--- config.mk ---
export PLATFORM = sky130hd
export DESIGN_NAME = uart_tx_serializer
export DESIGN_NICKNAME = d
export VERILOG_FILES = /design/src/rtl/uart_pkg.sv /design/src/rtl/uart_tx_fifo.sv /design/src/rtl/uart_tx_serializer.sv
export SDC_FILE = /design/constraint.sdc
export NUM_CORES = 1
export LEC_CHECK = 0
export ABC_AREA = 1
export ABC_CLOCK_PERIOD_IN_PS = 5050
export CAP_MARGIN = 20
export CORE_MARGIN = 2
export CORE_UTILIZATION = 40
export CTS_BUF_LIST = sky130_fd_sc_hd__clkbuf_2 sky130_fd_sc_hd__clkbuf_4 sky130_fd_sc_hd__clkbuf_8
export DETAILED_ROUTE_END_ITERATION = 12
export PLACE_DENSITY_LB_ADDON = 0.05
export SYNTH_ARGS = -nofsm -noshare
export SYNTH_HDL_FRONTEND = slang
export SYNTH_SLANG_ARGS = --single-unit
--- constraint.sdc ---
create_clock -name clk -period 5.05 [get_ports clk]
set_input_delay 1.01 -clock clk [delete_from_list [all_inputs] [get_ports clk]]
set_output_delay 1.01 -clock clk [all_outputs]
set_load 0.02 [all_outputs]
--- src/rtl/uart_pkg.sv ---
// Shared types and helpers for the UART TX serializer: FSM state encoding,
// parity mode encodings, data-length base and the frame-start helper functions.
package uart_pkg;

    // Data length is encoded as an offset from five bits.
    localparam int DATA_LEN_BASE = 5;
    // Widest data field any build can carry; helpers work on this width.
    localparam int DATA_W_ABS    = 9;

    localparam logic [1:0] PAR_NONE = 2'b00;
    localparam logic [1:0] PAR_ODD  = 2'b01;
    localparam logic [1:0] PAR_EVEN = 2'b10;
    localparam logic [1:0] PAR_MARK = 2'b11;

    typedef enum logic [2:0] {
        IDLE,
        START,
        DATA,
        PARITY,
        STOP,
        BREAK
    } tx_state_e;

    // Active data length in bits, clamped to the widest field this build supports.
    function automatic logic [3:0] active_len(input logic [2:0] code, input logic [3:0] max_len);
        logic [3:0] len;
        len = 4'(DATA_LEN_BASE) + {1'b0, code};
        return (len > max_len) ? max_len : len;
    endfunction

    // Parity bit over the active data bits only; bits above len do not contribute.
    function automatic logic parity_bit(input logic [DATA_W_ABS-1:0] word,
                                        input logic [3:0]            len,
                                        input logic [1:0]            par);
        logic acc;
        acc = 1'b0;
        for (int i = 0; i < DATA_W_ABS; i++) begin
            if (4'(i) < len) acc = acc ^ word[i];
        end
        case (par)
            PAR_ODD:  return ~acc;
            PAR_EVEN: return acc;
            PAR_MARK: return 1'b1;
            default:  return 1'b0;
        endcase
    endfunction

endpackage

--- src/rtl/uart_tx_fifo.sv ---
// TX holding FIFO: first-word fall-through read port, registered full/empty/level.
// Writes are gated by the registered full flag, so a write while full is dropped
// even when a pop happens in the same cycle.
module uart_tx_fifo #(
    parameter int W     = 9,
    parameter int DEPTH = 8
) (
    input  logic                       clk,
    input  logic                       rst,
    input  logic                       wr_en,
    input  logic [W-1:0]               wr_data,
    input  logic                       rd_en,
    output logic [W-1:0]               rd_data,
    output logic                       full,
    output logic                       empty,
    output logic [$clog2(DEPTH+1)-1:0] level
);

    localparam int PTR_W = $clog2(DEPTH);
    localparam int LVL_W = $clog2(DEPTH+1);

    logic [W-1:0]     mem [DEPTH];
    logic [PTR_W-1:0] wr_ptr_q, wr_ptr_d;
    logic [PTR_W-1:0] rd_ptr_q, rd_ptr_d;
    logic [LVL_W-1:0] level_q, level_d;
    logic             full_q, full_d;
    logic             empty_q, empty_d;
    logic             push, pop;

    assign push = wr_en & ~full_q;
    assign pop  = rd_en & ~empty_q;

    // Next pointers and occupancy; pointers wrap naturally since DEPTH is a power of two.
    always_comb begin
        wr_ptr_d = wr_ptr_q + PTR_W'(push);
        rd_ptr_d = rd_ptr_q + PTR_W'(pop);
        level_d  = level_q + LVL_W'(push) - LVL_W'(pop);
        full_d   = (level_d == LVL_W'(DEPTH));
        empty_d  = (level_d == '0);
    end

    // Storage needs no reset; the pointers define what is valid.
    always_ff @(posedge clk) begin
        if (push) mem[wr_ptr_q] <= wr_data;
    end

    // Pointer and flag registers.
    always_ff @(posedge clk or negedge rst) begin
        if (!rst) begin
            wr_ptr_q <= '0;
            rd_ptr_q <= '0;
            level_q  <= '0;
            full_q   <= 1'b0;
            empty_q  <= 1'b1;
        end else begin
            wr_ptr_q <= wr_ptr_d;
            rd_ptr_q <= rd_ptr_d;
            level_q  <= level_d;
            full_q   <= full_d;
            empty_q  <= empty_d;
        end
    end

    assign rd_data = mem[rd_ptr_q];
    assign full    = full_q;
    assign empty   = empty_q;
    assign level   = level_q;

endmodule

--- src/rtl/uart_tx_serializer.sv ---
// UART TX serializer: FIFO-fed frame builder shifting one bit per baud_tick.
// Optional line-break support is compiled in with `define UART_TX_BREAK_EN.
//
// state  | meaning
// IDLE   | line high, waiting for a word and a baud tick
// START  | start bit (low)
// DATA   | data bits, LSB first, bit_cnt counts remaining bits
// PARITY | parity bit
// STOP   | stop bit(s), bit_cnt counts extra stop bits left
// BREAK  | line held low while break_req (break builds only)
module uart_tx_serializer
    import uart_pkg::*;
#(
    parameter int DATA_W_MAX = 9,
    parameter int FIFO_DEPTH = 8
) (
    input  logic                            clk,
    input  logic                            rst,
    input  logic                            baud_tick,
    input  logic                            wr_en,
    input  logic [DATA_W_MAX-1:0]           wr_data,
    input  logic [2:0]                      cfg_data_len,
    input  logic [1:0]                      cfg_parity,
    input  logic                            cfg_stop2,
    input  logic                            break_req,
    output logic                            tx,
    output logic                            tx_active,
    output logic                            tx_done,
    output logic                            full,
    output logic                            empty,
    output logic [$clog2(FIFO_DEPTH+1)-1:0] level
);

    localparam logic [3:0] LEN_MAX = 4'(DATA_W_MAX);

    tx_state_e               state_q, state_d;
    logic [DATA_W_MAX-1:0]   data_q, data_d;
    logic [3:0]              len_q, len_d;
    logic [3:0]              bit_cnt_q, bit_cnt_d;
    logic                    par_en_q, par_en_d;
    logic                    par_bit_q, par_bit_d;
    logic                    stop2_q, stop2_d;
    logic                    tx_q, tx_d;
    logic                    tx_active_q, tx_active_d;
    logic                    tx_done_q, tx_done_d;

    logic                    pop;
    logic                    start_frame;
    logic [DATA_W_MAX-1:0]   fifo_rd_data;
    logic [DATA_W_ABS-1:0]   word_ext;
    logic [3:0]              new_len;
    logic                    new_par;

`ifdef UART_TX_BREAK_EN
    logic brk;
    assign brk = break_req;
`else
    logic unused_break_req;
    assign unused_break_req = break_req;
`endif

    uart_tx_fifo #(
        .W     (DATA_W_MAX),
        .DEPTH (FIFO_DEPTH)
    ) u_fifo (
        .clk     (clk),
        .rst     (rst),
        .wr_en   (wr_en),
        .wr_data (wr_data),
        .rd_en   (pop),
        .rd_data (fifo_rd_data),
        .full    (full),
        .empty   (empty),
        .level   (level)
    );

    // Frame parameters are taken from the live config only at frame start.
    assign word_ext = DATA_W_ABS'(fifo_rd_data);
    assign new_len  = active_len(cfg_data_len, LEN_MAX);
    assign new_par  = parity_bit(word_ext, new_len, cfg_parity);

    // Next-state and next-output logic; nothing moves except on baud_tick.
    always_comb begin
        state_d     = state_q;
        data_d      = data_q;
        len_d       = len_q;
        bit_cnt_d   = bit_cnt_q;
        par_en_d    = par_en_q;
        par_bit_d   = par_bit_q;
        stop2_d     = stop2_q;
        tx_d        = tx_q;
        tx_done_d   = 1'b0;
        start_frame = 1'b0;
        pop         = 1'b0;

        if (baud_tick) begin
            case (state_q)
                IDLE: begin
`ifdef UART_TX_BREAK_EN
                    if (brk) begin
                        state_d = BREAK;
                        tx_d    = 1'b0;
                    end else
`endif
                    if (!empty) start_frame = 1'b1;
                end
                START: begin
                    state_d   = DATA;
                    tx_d      = data_q[0];
                    data_d    = data_q >> 1;
                    bit_cnt_d = len_q - 4'd1;
                end
                DATA: begin
                    if (bit_cnt_q != 4'd0) begin
                        tx_d      = data_q[0];
                        data_d    = data_q >> 1;
                        bit_cnt_d = bit_cnt_q - 4'd1;
                    end else if (par_en_q) begin
                        state_d = PARITY;
                        tx_d    = par_bit_q;
                    end else begin
                        state_d   = STOP;
                        tx_d      = 1'b1;
                        bit_cnt_d = {3'b000, stop2_q};
                    end
                end
                PARITY: begin
                    state_d   = STOP;
                    tx_d      = 1'b1;
                    bit_cnt_d = {3'b000, stop2_q};
                end
                STOP: begin
                    if (bit_cnt_q != 4'd0) begin
                        bit_cnt_d = bit_cnt_q - 4'd1;
                    end else begin
                        tx_done_d = 1'b1;
`ifdef UART_TX_BREAK_EN
                        if (brk) begin
                            state_d = BREAK;
                            tx_d    = 1'b0;
                        end else
`endif
                        if (!empty) start_frame = 1'b1;
                        else        state_d     = IDLE;
                    end
                end
`ifdef UART_TX_BREAK_EN
                BREAK: begin
                    if (!brk) begin
                        state_d = IDLE;
                        tx_d    = 1'b1;
                    end
                end
`endif
                default: begin
                    state_d = IDLE;
                    tx_d    = 1'b1;
                end
            endcase
        end

        // Shared by IDLE and the final stop bit so back-to-back frames need no idle tick.
        if (start_frame) begin
            pop       = 1'b1;
            state_d   = START;
            tx_d      = 1'b0;
            data_d    = fifo_rd_data;
            len_d     = new_len;
            par_en_d  = (cfg_parity != PAR_NONE);
            par_bit_d = new_par;
            stop2_d   = cfg_stop2;
        end

        tx_active_d = (state_d != IDLE);
    end

    // Frame registers and registered line outputs.
    always_ff @(posedge clk or negedge rst) begin
        if (!rst) begin
            state_q     <= IDLE;
            data_q      <= '0;
            len_q       <= '0;
            bit_cnt_q   <= '0;
            par_en_q    <= 1'b0;
            par_bit_q   <= 1'b0;
            stop2_q     <= 1'b0;
            tx_q        <= 1'b1;
            tx_active_q <= 1'b0;
            tx_done_q   <= 1'b0;
        end else begin
            state_q     <= state_d;
            data_q      <= data_d;
            len_q       <= len_d;
            bit_cnt_q   <= bit_cnt_d;
            par_en_q    <= par_en_d;
            par_bit_q   <= par_bit_d;
            stop2_q     <= stop2_d;
            tx_q        <= tx_d;
            tx_active_q <= tx_active_d;
            tx_done_q   <= tx_done_d;
        end
    end

    assign tx        = tx_q;
    assign tx_active = tx_active_q;
    assign tx_done   = tx_done_q;

endmodule

# Yosys cells after proc, flatten, opt, wreduce, memory -nomap -nowiden
# Memories as Yosys holds them, arrays and structs flattened.
# Index checks and enable logic that the tools add are counted.
# classes
addsub	7
n_mul	0
div	0
n_lt_le_gt_ge	10
eq_ne	12
n_shift	0
n_mux	41
bitwise_logic	13
reduce_logical	12
# op_table
op	count
$mux W9	3
$mux W1	22
$mux W3	6
$pmux W9 S2	1
$lt A3 B4 Y1 const A	4
$mux W4	4
$pmux W4 S4	1
$pmux W3 S5	1
$lt A1 B4 Y1 const A	2
$lt A2 B4 Y1 const A	2
$reduce_bool A4 Y1	2
$sub A4 B1 Y4 const B	2
$xor A1 B1 Y1	8
$add A3 B1 Y3	2
$eq A3 B2 Y1 const B	2
$ne A3 B3 Y1 const B	2
$pmux W1 S3	2
$reduce_bool A3 Y1	2
$add A3 B3 Y4 const A	1
$add A4 B1 Y4	1
$eq A2 B2 Y1 const B	2
$eq A4 B4 Y1 const B	1
$gt A4 B4 Y1 const B	1
$logic_not A4 Y1	1
16 further kinds	20
# word_totals
regBits	38
latchBits	0
mem_bits_rw	72
romBits	0
inputBits	20
output_inout_bits	9
memories	1
# memory_table
memory	words	width	read_ports	rd_clocked_by_memory_dff	write_ports	line_no	rtl
u_fifo.mem	8	9	1	0	1	uart_tx_fifo.sv:22	logic [W-1:0] mem [DEPTH];

# Longest topological paths before layout
# Gate-level depths: netlist of the first run.
# logic_depth
word_depth	23
mapped_depth	18
mapped_depth_nobuf	18

# Modules after synthesis
# From an unflattened synthesis of the first run, not the netlist that was laid out.
# hier_totals
hier_cells	617
area_unflattened_um2	5462.7
# modules_own_cells
module	instances	cells_each	area_per_inst_um2	seq_area_each_um2
uart_tx_fifo	1	377	3757.4	2463.6
uart_tx_serializer	1	240	1705.4	651.9

# Worst setup path after synthesis of the first run
# OpenSTA, ideal clock, no wires.
# synth_path
path_type	input port to flip-flop
from	input baud_tick
to	register u_fifo.empty_q, in the netlist u_fifo.empty
setup_time_ns	0.068
arrival_ns	3.173
required_time_ns	4.982
slack_ns	1.810
cell_stages	12
n_path_buf	2
cell_sequence	clkbuf_1 -> o2111ai_1 -> inv_1 -> buf_4 -> ha_1 -> inv_1 -> ha_1 -> inv_1 -> fa_1 -> inv_1 -> or3_1 -> nor2_1
# synth_via
elab_chain_cells	5
# synth_lines
item	line_no	rtl
from (decl)	uart_tx_serializer.sv:19	input logic baud_tick,
$mux W1	uart_tx_serializer.sv:96	if (baud_tick) begin
$mux W1	uart_tx_serializer.sv:163	if (start_frame) begin
$and A1 B1 Y1	uart_tx_fifo.sv:31	assign pop = rd_en & ~empty_q;
$sub A4 B1 Y4	uart_tx_fifo.sv:37	level_d = level_q + LVL_W'(push) - LVL_W'(pop);
net u_fifo.level_d[1]	uart_tx_fifo.sv:25	logic [LVL_W-1:0] level_q, level_d;
$logic_not A4 Y1	uart_tx_fifo.sv:39	empty_d = (level_d == '0);
net u_fifo.empty_d	uart_tx_fifo.sv:27	logic empty_q, empty_d;
to (signal assigned)	uart_tx_fifo.sv:60	empty_q <= empty_d;
to (decl)	uart_tx_fifo.sv:27	
# The timed path passes the listed nets, and every way through them passes these cells.
# A chain may end at the register's enable or synchronous reset.

# Final worst setup path of the first run
# layout_path
from	input baud_tick
to	register u_fifo.full_q, in the netlist u_fifo.full
# layout_via
elab_chain_cells	5
# layout_lines
item	line_no	rtl
$mux W1	uart_tx_serializer.sv:96	
$mux W1	uart_tx_serializer.sv:163	
$and A1 B1 Y1	uart_tx_fifo.sv:31	
$sub A4 B1 Y4	uart_tx_fifo.sv:37	
net u_fifo.level_d[1]	uart_tx_fifo.sv:25	
$eq A4 B4 Y1	uart_tx_fifo.sv:38	full_d = (level_d == LVL_W'(DEPTH));
net u_fifo.full_d	uart_tx_fifo.sv:26	logic full_q, full_d;
to (signal assigned)	uart_tx_fifo.sv:59	full_q <= full_d;
to (decl)	uart_tx_fifo.sv:26	
# The timed path passes the listed nets, and every way through them passes these cells.

==> flow_summary_export.csv, run 1 <==
group,metric,value,unit
cts,path_clk_slew,0.11,ns
cells_and_area,drive_gt1_frac,0.0574,
status,status,"completed",
timing,setup_violations,0,
synth,syn_inst,578,
cts,hold_buffers,0,
routing,routed_wl,11.4,mm
setup_path,cp.required,5.36,ns
routing,drc,0,
synth,synth_edf_count,72,
floorplan,num_io_pins,29,
power,pwr-share-comb,0.440,
placed_design,pre_cts_ws,1.38,ns
timing,slew_viol_final,0,
cts,numCtsBuffers,9,
global_route,first_global_vias,3615,
floorplan,die_w,119,um
routing,drt_iter0_drc,231,
setup_path,cp-end-kind,"flip-flop",
placed_design,dp_cells,770,
cts,cts-resized-gates,0,
timing,hold_viol_final,0,
cts,cts_tree,"yes",
floorplan,rows,42,
synth,synth_top_cell_area_share,0.405,
setup_path,path_max_fanout,9,
timing,layout_min_cycle_time,3.29,ns
synth,netlist_top_cells_count,"nand2_1 (147), inv_1 (94), edfxtp_1 (72), nor2_1 (59), nand3_1 (51)",
floorplan,die-area,14300,um^2
power,swShare,0.424,
cells_and_area,diodes,0,
synth,synthTopCellsByArea,"edfxtp_1 (41%), dfrtp_1 (17%), nand2_1 (10%)",
placed_design,postPlaceCellArea,5740,um^2
power,power.internal,2030,uW
timing,clock_skew,0.0143,ns
timing,holdWs,0.502,ns
cells_and_area,stdcell_count,786,
cts,root_buffer,"clkbuf_8",
setup_path,critPathLaunchType,"input port",
synth,postSynthNetCount,612,
timing,slew_headroom,0.293,
power,p_switching,1490,uW
synth,yosysMostFrequentCell,"nand2_1",
power,pwr-share-seq,0.385,
cells_and_area,nFillCells,1274,
floorplan,fp.coreArea,13100,um^2
timing,fmax,304,MHz
setup_path,cpMostUsedCell,"inv_1",
timing,tns,0,ns
synth,synth_top_cell_by_area,"edfxtp_1",
power,p_leak,0.00269,uW
timing,timing.final.crit_share,0.651,
timing,worst_pin_slew,1.06,ns
setup_path,critPathArrivalTime,3.59,ns
setup_path,max_stage_delay,0.68,ns
run,cap_violations,0,
global_route,grt_max_degree,42,
cells_and_area,layout.nets,639,
global_route,globalRouteOverflowTotal,0,
synth,async_flop_share,0.345,
hold_path,worstHoldPathType,"flip-flop to flip-flop",
cts,post-cts-setup-buffers,0,
global_route,grt_pass1_wl,18.4,mm
setup_path,path_cells,"clkdlybuf4s50_1 > o2111ai_1 > inv_1 > ha_1 > inv_1 > ha_1 > inv_1 > fa_1 > inv_1 > or3_1 > nor2_1",
synth,synth_area_per_cell,9.23,um^2
synth,netlist_area,5330,um^2
setup_path,critical_path_class,"input port to flip-flop",
synth,synth-main-ff-cell,"edfxtp_1",
synth,yosysUniqueCellTypes,34,
cts,ctsHtreeMaxLevel,3,
routing,routedWlPerCell,14.6,um
cells_and_area,fin_area,5970,um^2
power,p_per_area,590,nW/um^2
global_route,antenna_found_initial,0,
synth,synth-seq-cells,110,
placed_design,routabilityCongestion,0.834,
timing,fin_ws,1.76,ns
routing,drtPass1Iterations,4,
power,peakVddDrop,291,uV
floorplan,start_util,0.406,
power,clkPwrFrac,0.175,
global_route,grt_usage,0.170,
placed_design,dp_hpwl,7.62,mm
timing,rsz0062_at_grt,"false",
floorplan,die_y,119,um
synth,ys_seq_area_frac,0.584,
routing,via_per_inst,4.81,
synth,ys_warn_count,0,
cts,clock_latency,0.38,ns
routing,vias,3783,
cells_and_area,syn_to_final_growth,12.0,%
placed_design,io_buffers,27,
cts,clock_sinks,110,
cts,clk_path_buf_depth,2,
routing,postRouteAntennaNets,0,
setup_path,slowest_stage,"clkdlybuf4s50_1",
## state kept, by name (all words and copies together) (netlist names)
name	count
len_q	4
par_bit_q	1
u_fifo.rd_ptr_q	3
tx_active	1
u_fifo.empty	1
u_fifo.wr_ptr_q	3
tx	1
tx_done	1
stop2_q	1
u_fifo.level	4
bit_cnt_q	4
state_q	3
u_fifo.full	1
par_en_q	1
u_fifo.mem	72
data_q	9
## final cells by class
type	count	area, um^2	share of cell area
timing repair buffer	32	307	0.0513
inverter	98	368	0.0616
clock inverter	7	111	0.0186
sequential	110	3120	0.522
clock buffer	9	124	0.0207
tap	176	220	0.0369
multi-input combinational	354	1730	0.289
## placed cells by master (no fill, tap or decap), types with 3 or more instances in the layout
cell type / netlist / layout
nand2_1: 147 / 147
inv_1: 94 / 94
edfxtp_1: 72 / 72
nor2_1: 59 / 59
nand3_1: 51 / 51
dfrtp_1: 36 / 36
clkdlybuf4s50_1: 0 / 26
o21ai_0: 24 / 24
ha_1: 13 / 13
a21oi_1: 10 / 10
clkbuf_8: 0 / 9
o21ai_1: 8 / 8
o22ai_1: 6 / 6
xnor2_1: 5 / 5
xor2_1: 4 / 4
inv_2: 4 / 4
nand3b_1: 4 / 4
buf_4: 3 / 4
a31oi_1: 3 / 3
nor3_1: 3 / 3
nand4_1: 3 / 3
nand3_2: 3 / 3
inv_8: 0 / 3
## cells by family after synthesis
| group | Yosys count | share of synthesized area |
|---|---|---|
| simple gates | 274 | 0.216 |
| buf+inv | 114 | 0.0917 |
| flops | 110 | 0.584 |
| compound gates | 57 | 0.0591 |
| fa+ha+maj | 14 | 0.0343 |
| xor+xnor | 9 | 0.0148 |
## power groups by stage
stage	Combinational, uW	Clock (uW)	Sequential [uW]
after floorplan	1190	0	1350
after global placement	1520	0	1380
after detailed placement	1560	0	1380
after CTS	1560	644	1360
after global routing	1770	678	1390
final	1550	617	1360
## worst paths after layout
kind | start | end | slack, ns | cells after the start
hold / removal | par_bit_q | par_bit_q | 0.50 | 2
max in group asynchronous | rst | data_q[5] | 3.73 | 1
hold reg to reg | par_bit_q | par_bit_q | 0.50 | 2
min in group asynchronous | rst | len_q[3] | 0.75 | 1
setup reg to reg | bit_cnt_q[0] | u_fifo.full | 2.07 | 14
setup / recovery | baud_tick | u_fifo.full | 1.76 | 11
## critical path: cells and delay by family
kind	cells	cell delay [ns]
adders and majority gates	3	0.87
and+or+nand+nor	2	0.52
AOI/OAI and AO/OA	1	0.20
buffers and inverters	5	0.98
## per-layer routing
metal  up-vias  part of all wire  GRT usage  wire length (um)
met1      1797              0.48      0.224              5500
met3         5             0.040     0.0445               461
met5         -                 0          0                 0
met2        60              0.47      0.281              5400
li1       1921                 -          -                 -
met4         0            0.0062     0.0404                71
## through the flow
stage	total power [uW]	util
6_report	3530	0.455
5_1_grt	3840	0.455
4_1_cts	3570	0.455
3_5_place_dp	2940	0.437
3_3_place_gp	2900	0.436
2_1_floorplan	2530	-
Power figures use the tool's default switching activity.
==> inputs of run 2 (changes only) <==
ABC_CLOCK_PERIOD_IN_PS = 3050   (was 5050)
clock period = 3.05 ns   (was 5.05 ns; I/O delays follow)
==> flow_summary_export.csv, run 2 (synthesis gave the netlist of run 1 again) <==
group,metric,value,unit
status,status,"completed",
floorplan,die_w,119,um
cts,hold_buffers,0,
timing,rsz0062_at_grt,"false",
setup_path,critPathLaunchType,"flip-flop",
floorplan,die_y,119,um
global_route,grt_max_degree,41,
power,p_leak,0.00273,uW
cts,clock_latency,0.39,ns
setup_path,max_stage_delay,0.48,ns
global_route,globalRouteOverflowTotal,0,
cells_and_area,layout.nets,650,
power,power.internal,3320,uW
routing,routed_wl,11.4,mm
global_route,antenna_found_initial,0,
cells_and_area,layout_commonest_cell,"nand2_1",
timing,setup_violations,0,
setup_path,cp.required,3.36,ns
setup_path,critical_path_class,"flip-flop to flip-flop",
floorplan,fp.coreArea,13100,um^2
setup_path,slowest_stage,"fa_1",
cts,cts_tree,"yes",
timing,timing.final.crit_share,0.917,
cells_and_area,drive_gt1_frac,0.0741,
floorplan,start_util,0.406,
cts,ctsHtreeMaxLevel,3,
cells_and_area,fin_area,6020,um^2
cells_and_area,reg_top3,"u_fifo.mem (72), data_q (9)",
timing,fmax,358,MHz
power,clkPwrFrac,0.157,
setup_path,path_cells,"inv_1 > ha_1 > nand2_1 > inv_1 > o2111ai_1 > inv_1 > ha_1 > inv_1 > ha_1 > inv_1 > fa_1 > inv_1 > or3_1 > nor2_1",
power,p_per_area,953,nW/um^2
routing,drt_iter0_drc,163,
setup_path,path_buf_inv,6,
global_route,first_global_vias,3655,
routing,routedWlPerCell,14.3,um
cells_and_area,syn_to_final_growth,12.9,%
setup_path,critPathArrivalTime,3.10,ns
cts,clk_path_buf_depth,2,
cts,clock_sinks,110,
routing,vias,3792,
floorplan,rows,42,
cells_and_area,largest_reg_flops,72,
placed_design,dp_hpwl,7.78,mm
placed_design,routabilityCongestion,0.845,
run,cap_violations,0,
timing,hold_viol_final,0,
routing,drc,0,
timing,layout_min_cycle_time,2.80,ns
timing,slew_viol_final,0,
cells_and_area,final_cell_mix,"nand2_1 (147), inv_1 (94), edfxtp_1 (72)",
cts,post-cts-setup-buffers,0,
global_route,grt_usage,0.171,
setup_path,cp-end-kind,"flip-flop",
floorplan,num_io_pins,29,
global_route,grt_pass1_wl,18.5,mm
timing,worst_pin_slew,0.918,ns
cts,path_clk_slew,0.10,ns
routing,drtPass1Iterations,4,
power,peakVddDrop,338,uV
power,pwr-share-comb,0.458,
power,p_switching,2420,uW
power,swShare,0.421,
routing,postRouteAntennaNets,0,
floorplan,die-area,14300,um^2
cts,numCtsBuffers,9,
setup_path,cp_top_family,"adder cells",
setup_path,path_max_fanout,4,
placed_design,io_buffers,27,
hold_path,worstHoldPathType,"input port to async pin",
timing,tns,0,ns
routing,via_per_inst,4.76,
power,pwr-share-seq,0.384,
cts,cts-resized-gates,0,
cells_and_area,diodes,0,
setup_path,cpMostUsedCell,"inv_1",
cells_and_area,top_register,"u_fifo.mem",
cts,root_buffer,"clkbuf_8",
timing,slew_headroom,0.388,
timing,clock_skew,0.0101,ns
placed_design,postPlaceCellArea,5820,um^2
==> run 2: changes by cell type in the layout (fill, tap and decap cells not counted) <==
cell	previous run	this run
buf_4	4	16
buf_6	1	0
bufinv_16	2	1
clkbuf_4	0	1
clkinv_2	0	1
clkinv_4	1	2
clkinvlp_4	0	1
inv_6	1	0
inv_8	3	1
==> run 2: worst paths after layout <==
check	from	end	slack (ns)	cells after the start
max in group asynchronous	rst	u_fifo.level[2]	2.12	1
worst max-delay path	bit_cnt_q[0]	u_fifo.full	0.25	14
worst max register to register	bit_cnt_q[0]	u_fifo.full	0.25	14
worst min-delay path	rst	len_q[3]	0.34	1
min in group clk	par_bit_q	par_bit_q	0.50	2
worst min register to register	par_bit_q	par_bit_q	0.50	2
==> run 2: metal layers <==
| layer | routed length (um) | part of all wire | global-route usage | up-vias |
|---|---|---|---|---|
| met5 | 0 | 0 | 0 | - |
| met4 | 238 | 0.021 | 0.0750 | 0 |
| met3 | 505 | 0.044 | 0.0287 | 17 |
| met2 | 5270 | 0.46 | 0.268 | 56 |
| met1 | 5350 | 0.47 | 0.235 | 1778 |
| li1 | - | - | - | 1941 |
==> run 2: final cells by class <==
type / instances / area [um^2]
fillers: 1326 / 7120
flip-flops and latches: 110 / 3120
multi-input cells: 354 / 1730
repair buffers: 43 / 385
inverters: 98 / 368
well taps: 176 / 220
clock buffers: 10 / 131
clock inverters: 6 / 71.3
==> run 2: power groups by stage <==
stage	combinational [uW]	sequential (uW)	clock, uW
2_1_floorplan	1970	2230	0
3_3_place_gp	2600	2230	0
3_5_place_dp	2650	2240	0
4_1_cts	2660	2210	939
5_1_grt	3050	2250	997
6_report	2630	2200	903
==> run 2: through the flow <==
| stage | utilization | power (uW) | setup slack (ns) | std cells | hold WS [ns] |
|---|---|---|---|---|---|
| 6_report | 0.458 | 5740 | 0.254 | 797 | 0.344 |
| 5_1_grt | 0.458 | 6300 | 0.0115 | 797 | 0.406 |
| 4_1_cts | 0.458 | 5810 | 0.223 | 797 | 0.349 |
| 3_5_place_dp | 0.443 | 4890 | 0.0355 | 781 | 0.469 |
| 3_3_place_gp | 0.443 | 4830 | 0.0349 | 781 | 0.474 |
| 2_1_floorplan | - | 4200 | 0.210 | 578 | 0.314 |
